**config.mk**
```make
export PLATFORM = sky130hd
export DESIGN_NAME = param_syncount
export DESIGN_NICKNAME = d
export VERILOG_FILES = /design/src/rtl/param_syncount.sv
export SDC_FILE = /design/constraint.sdc
export NUM_CORES = 1
export LEC_CHECK = 0
export BUFFER_PORTS_ARGS = -buffer_cell sky130_fd_sc_hd__clkbuf_2
export CAP_MARGIN = 0
export CELL_PAD_IN_SITES_DETAIL_PLACEMENT = 1
export CELL_PAD_IN_SITES_GLOBAL_PLACEMENT = 1
export CORE_MARGIN = 3
export CORE_UTILIZATION = 32
export CTS_BUF_LIST = sky130_fd_sc_hd__clkbuf_16
export DETAILED_ROUTE_END_ITERATION = 6
export PLACE_DENSITY = 0.81
export SYNTH_ARGS = -nofsm -noshare
export SYNTH_HDL_FRONTEND = slang
export SYNTH_SLANG_ARGS = --single-unit
```
**constraint.sdc**
```tcl
create_clock -name clk -period 3.06 [get_ports clk]
set_input_delay 0.306 -clock clk [delete_from_list [all_inputs] [get_ports clk]]
set_output_delay 0.306 -clock clk [all_outputs]
set_load 0.02 [all_outputs]
```
**src/rtl/param_syncount.sv**
```systemverilog
// Modulo-N up/down counter with synchronous clear/load, Gray-coded view,
// combinational terminal count and a registered wrap pulse.
module param_syncount #(
  parameter int unsigned WIDTH   = 4,
  parameter int unsigned MODULUS = 16
) (
  input  logic             clk,
  input  logic             reset,
  input  logic             clr,
  input  logic             load,
  input  logic [WIDTH-1:0] d,
  input  logic             en,
  input  logic             up,
  output logic [WIDTH-1:0] q,
  output logic [WIDTH-1:0] q_gray,
  output logic             tc,
  output logic             wrap
);

  localparam logic [WIDTH-1:0] LAST = WIDTH'(MODULUS - 1);

  if (WIDTH < 2 || WIDTH > 16 || MODULUS < 2 || MODULUS > (32'(1) << WIDTH)) begin : g_bad_params
    $error("param_syncount: illegal WIDTH/MODULUS combination");
  end

  logic [WIDTH-1:0] q_nxt;
  logic             wrap_nxt;

  // Next count: clr beats load beats en; only a counting step can flag a wrap.
  always_comb begin
    q_nxt    = q;
    wrap_nxt = 1'b0;
    if (clr) begin
      q_nxt = '0;
    end else if (load) begin
      q_nxt = (32'(d) >= MODULUS) ? LAST : d;
    end else if (en) begin
      if (up) begin
        if (q == LAST) begin
          q_nxt    = '0;
          wrap_nxt = 1'b1;
        end else begin
          q_nxt = q + WIDTH'(1);
        end
      end else begin
        if (q == '0) begin
          q_nxt    = LAST;
          wrap_nxt = 1'b1;
        end else begin
          q_nxt = q - WIDTH'(1);
        end
      end
    end
  end

  always_ff @(posedge clk or negedge reset) begin
    if (!reset) begin
      q    <= '0;
      wrap <= 1'b0;
    end else begin
      q    <= q_nxt;
      wrap <= wrap_nxt;
    end
  end

  assign q_gray = q ^ (q >> 1);
  assign tc     = en & (up ? (q == LAST) : (q == '0));

endmodule

```
Yosys cells after proc, flatten, opt, wreduce, memory -nomap -nowiden
Index checks and enable logic that the tools add are counted.

Register bits after elaboration: 5. Output and inout port bits: 10. Logic and storage cells: 22.

Add/sub/neg operators: 2. Eq/ne operators: 1. Multiplexer cells: 13. Bitwise gates (word level): 2. Reduce and logical (&&, ||, !) cells: 2.

Operator list (number): $mux 4 (6); $mux 1 (7); $add 4x1->4 const B (1); $eq 4x4->1 const B (1); $logic_not 4->1 (1); $sub 4x1->4 const B (1); $xor 4x3->4 (1); $reduce_bool 3->1 (1); $and 1x1->1 (1).

Logic depth before layout (Yosys ltp)
Gate-level depths: netlist of run 1.

Depth after elaboration: 6. Depth in mapped cells: 6. Mapped depth without buffers: 6.

Worst setup path before layout of run 1
Ideal clock, no wire load.

Path type: register to register. From: reg q[0]. To: reg q[1]. Setup time: 0.077 ns. Data arrival time: 1.522 ns. Path slack: 1.460 ns. Cell stages (with the launch flop): 7. Buffers on the path: 0. Clock period less this slack: 1.600 ns. Cells stage by stage: dfrtp_1 > inv_1 > ha_1 > or2_1 > o211ai_1 > nand2_1 > a21oi_1.

Longest elaborated chain between the ends: 6.

Ends and longest elaborated chain: start: declaration (line 14) `output logic [WIDTH-1:0] q,`; start signal: assignment (line 61) `q <= q_nxt;`; $sub 4x1->4, or another cell as far along (line 50) `q_nxt = q - WIDTH'(1);`; $mux 4 (on tied branches) (line 46, 39); $mux 4 * (line 38) `if (up) begin`; $mux 4 * (line 37) `end else if (en) begin`; $mux 4 * (line 35) `end else if (load) begin`; $mux 4 * (line 33) `if (clr) begin`.

Every way passes the cells marked *; elsewhere a longest branch is shown, timed or not. The select of a mux whose other input is x is not followed. A chain may end at the register's enable or synchronous reset.

Worst setup path in the final report of run 1
From: reg q[2]. To: out tc.

Longest elaborated chain between the ends: 3.

Ends and longest elaborated chain: $eq 4x4->1 or $logic_not 4->1 (tied branches) (line 67) `assign tc = en & (up ? (q == LAST) : (q == '0));`; $mux 1 * (line 67); $and 1x1->1 * (line 67); end: declaration (line 16) `output logic tc,`.

Every way passes the cells marked *; elsewhere a longest branch is shown, timed or not.

==> results of run 1 <==
-- per-layer routing --
metal	wire length [um]	vias to the layer above	track usage	share of wire
met1	611	207	0.233	0.43
met3	111	6	0.0398	0.078
li1	-	240	-	-
met5	0	-	0	0
met4	53	0	0.108	0.037
met2	653	24	0.241	0.46
-- cells by family (layout without fill, tap and decap cells) --
kind of cell,after synthesis,in the layout
AO/OA/AOI/OAI,15,15
XOR/XNOR,4,4
adder cells (fa/ha/maj),8,8
buffers and inverters,7,28
flip-flops,5,5
AND/OR/NAND/NOR,20,20
-- stage by stage --
step,hold WS [ps],instances
floorplan,10.4,59
global placement,126,90
detailed placement,128,90
CTS,306,95
global route,331,95
finish,309,95
-- power groups by stage --
| stage | registers (mW) | logic (mW) | clock network [mW] |
|---|---|---|---|
| 4_1_cts | 0.0781 | 0.0874 | 0.212 |
| 2_1_floorplan | 0.0824 | 0.0543 | 0 |
| 5_1_grt | 0.0788 | 0.0972 | 0.216 |
| 6_report | 0.0782 | 0.0862 | 0.208 |
| 3_3_place_gp | 0.0785 | 0.0819 | 0 |
| 3_5_place_dp | 0.0788 | 0.0837 | 0 |
-- flip-flops by register name, summed over array words and instances, names as in the netlist --
signal / cells
wrap: 1
q: 4
-- path summary, 6_finish.rpt --
path | startpoint | endpoint | depth (start not counted)
min | d[1] | q[1]$_DFFE_PN0P_ | 3
max in group asynchronous | reset | q[1]$_DFFE_PN0P_ | 2
min reg2reg | q[1]$_DFFE_PN0P_ | q[1]$_DFFE_PN0P_ | 4
max reg2reg | q[2]$_DFFE_PN0P_ | q[3]$_DFFE_PN0P_ | 6
min in group asynchronous | reset | q[3]$_DFFE_PN0P_ | 2
max | q[2]$_DFFE_PN0P_ | tc | 6
-- final cells by class --
type                       instances  area [um^2]  area share
clock buffer                       3         75.1       0.114
clock inverter                     1         3.75     0.00569
multi-input combinational         47          317       0.480
tap                               15         18.8      0.0285
sequential                         5          125       0.190
inverter                           4         15.0      0.0228
timing repair buffer              20          105       0.159
-- worst register-to-register path: cells and delay by family (launching register included) --
kind / cells / cell delay [ps]
fa+ha+maj: 1 / 230
compound gates: 3 / 510
xor+xnor: 1 / 140
flops: 1 / 450
buf+inv: 1 / 150
-- placed cells by master, fill, tap and decap left out, types with 2 or more instances in the layout --
cell type  Yosys  final
nor3_1         2      2
o21ai_0        4      4
ha_1           8      8
dfrtp_1        5      5
and2_1         2      2
inv_1          4      5
clkbuf_2       0     19
xnor2_1        4      4
nor2_1         5      5
clkbuf_16      0      3
a21oi_1        8      8
nand2_1        7      7
-- timing repair --
item,4_1_cts,5_1_grt
setup endpoints to repair,0,0
endpoints found under the hold margin,5,0
buffers inserted,0,0
hold buffers,1,0
==> impl_metrics.yaml, run 1 <==
outcome:
  status: "finished clean"
synth:
  yosys-top-cells-count: "a21oi_1, ha_1, nand2_1"
  yosys.area_share.simple: 0.195
  yosysTopAreaCellShare: 0.260
  avgSynthCellArea_um2: 8.14
  syn-num-nets: 77
  synth_area_leaders: "dfrtp_1, ha_1, a21oi_1"
  ys_warn_count: 0
  synth.cell_area_um2: 480
  ys_types: 20
  ys_ff_latch: 5
  synth_top_family_by_area: "adder cells"
  muxShareOfSynthArea: 0
  synth-compound-area-share: 0.182
  yosys.area.top_type: "dfrtp_1"
  synth_xor_area_frac: 0.0729
  synthArstFlopShare: 1.00
  ys_seq_area_frac: 0.260
  synth_edf_count: 0
  synthAdderAreaFrac: 0.208
  synthCells: 59
  ys.flop_type: "dfrtp_1"
sta:
  min_period_ps: 1890
  hold_viol: 0
  setup_tns_ps: 0
  layout_setup_ws_ps: 1170
  setup-violations-final: 0
  fmaxAchievable_mhz: 528
  period_share: 0.619
  finClkSkew_ps: 2.21
  rsz0062_at_grt: "no"
  worst_slew_pin_slew_ps: 256
  max_slew_margin: 0.828
  slew_violations: 0
worst_setup_path:
  worstSetupPathType: "flop to output pin"
  cpLargestDelayFamily: "flip-flops"
  rrSetupSlack_ps: 1500
  path_cells: "inv_1 > ha_1 > nand2_1 > o21ai_0 > and2_1 > clkbuf_2"
  worstPathMaxFanout: 6
  crit_arrival_ps: 1590
  critPathBufInv: 2
  worst-endpoint-required_ps: 2750
  endpoint_kind: "output pin"
  startpoint_type: "flop"
  crit_path_top_delay_cell: "dfrtp_1"
  max_stage_delay_ps: 440
routing:
  vias: 477
  drc: 0
  vias_per_cell: 5.02
  wl_mm: 1.43
  drtIter0Drc: 5
  drt.antenna.violating_nets: 0
  drt-pass1-iter-count: 4
  wl_per_cell_um: 15.0
global_routing:
  grt_use_total: 0.171
  grt_start_max_net_pins: 11
  grt_pass1_vias: 498
  grt_antenna_before_repair: 0
  grt_first_pass_wirelength_mm: 2.37
  grt-ovfl-total: 0
final_layout:
  post-route-util: 0.488
  final_net_count: 99
  drive_gt1_frac: 0.288
  num_antenna_cells: 0
  fin_area_um2: 659
  area_growth_pct: 37.2
  n_fill_cell: 169
clocking:
  clock_sinks: 5
  cts_made_buffers: 3
  cts_tree: "built"
  cts_htree_levels: 1
  cts-root-buf: "clkbuf_16"
  clock_path_buffers: 2
  cts.repair.resized: 0
  clk_pin_slew_ps: 30
  clk-insertion-delay-late_ps: 220
power:
  p_clk_frac: 0.558
  switching_share: 0.266
  p_comb_frac: 0.232
  power_uw: 372
  switchingPower_uw: 99.2
  p_per_area_nw_per_um2: 565
  power.internal_uw: 273
  ir_drop_mv: 0.283
  seqPwrFrac: 0.210
  leakage_nw: 0.339
die:
  initial_utilization: 0.356
  io_pins: 20
  die_h_um: 44.8
  fp.coreArea_um2: 1350
  rows: 13
  die_area_um2: 2000
  die_x_um: 44.8
placement:
  pre_cts_slack_ps: 1400
  port-buffer-count: 19
  placed_cell_area_um2: 571
  dp_hpwl_mm: 1.04
  gp_congestion: 0.769
worst_hold_path:
  hold_path_class: "input pin to flop"
job:
  drv_cap: 0
No activity file was read; power rests on OpenSTA's default activity.
==> run 2: changes to the inputs <==
--- a/config.mk
+++ b/config.mk
@@ -5,15 +5,16 @@
 export SDC_FILE = /design/constraint.sdc
 export NUM_CORES = 1
 export LEC_CHECK = 0
+export ABC_AREA = 1
 export BUFFER_PORTS_ARGS = -buffer_cell sky130_fd_sc_hd__clkbuf_2
 export CAP_MARGIN = 0
 export CELL_PAD_IN_SITES_DETAIL_PLACEMENT = 1
 export CELL_PAD_IN_SITES_GLOBAL_PLACEMENT = 1
 export CORE_MARGIN = 3
-export CORE_UTILIZATION = 32
+export CORE_UTILIZATION = 30
 export CTS_BUF_LIST = sky130_fd_sc_hd__clkbuf_16
 export DETAILED_ROUTE_END_ITERATION = 6
-export PLACE_DENSITY = 0.81
+export PLACE_DENSITY = 0.79
 export SYNTH_ARGS = -nofsm -noshare
 export SYNTH_HDL_FRONTEND = slang
 export SYNTH_SLANG_ARGS = --single-unit
==> constraint.sdc (replaced) <==
create_clock -name clk -period 1.8 [get_ports clk]
set_input_delay 0.18 -clock clk [delete_from_list [all_inputs] [get_ports clk]]
set_output_delay 0.18 -clock clk [all_outputs]
set_load 0.02 [all_outputs]
==> impl_metrics.yaml, run 2 <==
synth:
  ys_ff_latch: 5
  synthMostInstantiatedCell: "nand2_1"
  avgSynthCellArea_um2: 6.94
  yosys.area.top_type: "dfrtp_1"
  yosys-top-cells-count: "nand2_1, nor2_1, ha_1"
  ys_types: 17
  synth_area_leaders: "dfrtp_1, ha_1, nand2_1"
  ys_seq_area_frac: 0.258
  yosysTopAreaCellShare: 0.258
  synthArstFlopShare: 1.00
  synth.cell_area_um2: 485
  ys.flop_type: "dfrtp_1"
  synth_edf_count: 0
  synthCells: 70
  ys_warn_count: 0
  syn-num-nets: 88
die:
  io_pins: 20
  die_x_um: 46.2
  die_h_um: 46.2
  die_area_um2: 2140
  rows: 13
  initial_utilization: 0.347
  fp.coreArea_um2: 1400
routing:
  drt-pass1-iter-count: 4
  drtIter0Drc: 7
  vias_per_cell: 4.79
  vias: 517
  wl_mm: 1.47
  drt.antenna.violating_nets: 0
  drc: 0
  wl_per_cell_um: 13.6
final_layout:
  regMostFlops: "q"
  largest_register_ffs: 4
  area_growth_pct: 40.2
  multi_input_area_um2: 315
  largest_registers: "q: 4 flops, wrap: 1 flops"
  num_antenna_cells: 0
  post-route-util: 0.487
  layout_commonest_cell: "nand2_1"
  n_fill_cell: 194
  drive_gt1_frac: 0.301
  layout_common_cells: "nand2_1, clkbuf_2, nor2_1"
  final_net_count: 112
  seq_area_um2: 125
clocking:
  clk-insertion-delay-late_ps: 230
  cts_htree_levels: 1
  cts-root-buf: "clkbuf_16"
  clock_path_buffers: 2
  cts_tree: "built"
  clk_pin_slew_ps: 30
  cts_setup_buffers: 0
  cts_made_buffers: 3
  clock_sinks: 5
worst_setup_path:
  endpoint_kind: "output pin"
  worstPathMaxFanout: 7
  worstSetupPathType: "flop to output pin"
  startpoint_type: "flop"
  rrSetupSlack_ps: 300
  crit_arrival_ps: 1500
  worst-endpoint-required_ps: 1620
sta:
  rsz0062_at_grt: "no"
  period_share: 0.935
  fmaxAchievable_mhz: 594
  setup_tns_ps: 0
  slew_violations: 0
  hold_viol: 0
  min_period_ps: 1680
  finClkSkew_ps: 3.70
  layout_setup_ws_ps: 117
  worst_slew_pin_slew_ps: 259
  max_slew_margin: 0.827
  hold_ws_ps: 186
  setup-violations-final: 0
global_routing:
  grt_antenna_before_repair: 0
  grt_use_total: 0.176
  grt-ovfl-total: 0
  grt_start_max_net_pins: 8
  grt_pass1_vias: 579
  grt_first_pass_wirelength_mm: 2.53
outcome:
  status: "finished clean"
power:
  ir_drop_mv: 0.603
  p_per_area_nw_per_um2: 1010
  leakage_nw: 0.402
  power_uw: 686
job:
  drv_cap: 0
placement:
  port-buffer-count: 19
  pre_cts_slack_ps: 385
  dp_hpwl_mm: 1.10
  gp_congestion: 0.792
worst_hold_path:
  hold_path_class: "input pin to flop"
run 2: cell types whose count changed after synthesis, moves of 2 or more:
cell / delta
and2_1: -2
o21ai_1: +2
nand3_1: +6
inv_1: +3
a21oi_1: -7
nor2_1: +4
inv_2: +3
xnor2_1: -4
o21ai_0: -4
nand2_1: +14
run 2: worst paths after layout:
path	start	end	depth (start not counted)
worst max-delay path	q[0]$_DFFE_PN0P_	tc	7
worst min-delay path	clr	wrap$_DFF_PN0_	2
worst max register to register	q[0]$_DFFE_PN0P_	q[3]$_DFFE_PN0P_	10
worst min register to register	q[3]$_DFFE_PN0P_	q[3]$_DFFE_PN0P_	2
max in group asynchronous	reset	q[0]$_DFFE_PN0P_	2
min in group asynchronous	reset	q[3]$_DFFE_PN0P_	2
run 2: kinds of logic after synthesis:
group / after synthesis / synth area share
AO/OA/AOI/OAI: 5 / 0.0593
adder cells (fa/ha/maj): 8 / 0.206
flip-flops: 5 / 0.258
XOR/XNOR: 1 / 0.0180
AND/OR/NAND/NOR: 40 / 0.366
buffers and inverters: 11 / 0.0928
run 2: repair_timing:
action | CTS | global route
hold buffers | 1 | 0
endpoints found under the setup margin | 0 | 1
endpoints found under the hold margin | 5 | 0
gates resized for setup | 0 | 1
run 2: report_power, final:
group	total (mW)	internal (mW)	switching (mW)
combinational	0.184	0.0651	0.119
sequential	0.140	0.123	0.0175
clock	0.362	0.288	0.0740
total	0.686	0.475	0.211
run 2: per-layer routing:
metal,share of wire,track usage
met1,0.39,0.181
met2,0.51,0.308
met3,0.062,0.0547
met4,0.033,0.102
met5,0,0
run 2: final cells by class:
| cell class | instances | share of cell area |
|---|---|---|
| well taps | 15 | 0.0276 |
| flip-flops and latches | 5 | 0.184 |
| clock buffers | 3 | 0.110 |
| inverters | 10 | 0.0551 |
| repair buffers | 20 | 0.154 |
| clock inverters | 1 | 0.00551 |
| multi-input cells | 54 | 0.463 |
run 2: worst max-delay path, stage by stage, from the launching register on:
cell and delay (ps):
dfrtp_1 460, inv_1 130, ha_1 220, nand2_1 50
nand2_1 110, nand3_1 110, inv_1 40, clkbuf_2 140
run 2: through the flow:
step	std cells	area, um^2
2_1_floorplan	70	485
3_3_place_gp	103	592
3_5_place_dp	103	592
4_1_cts	108	681
5_1_grt	108	681
6_report	108	681
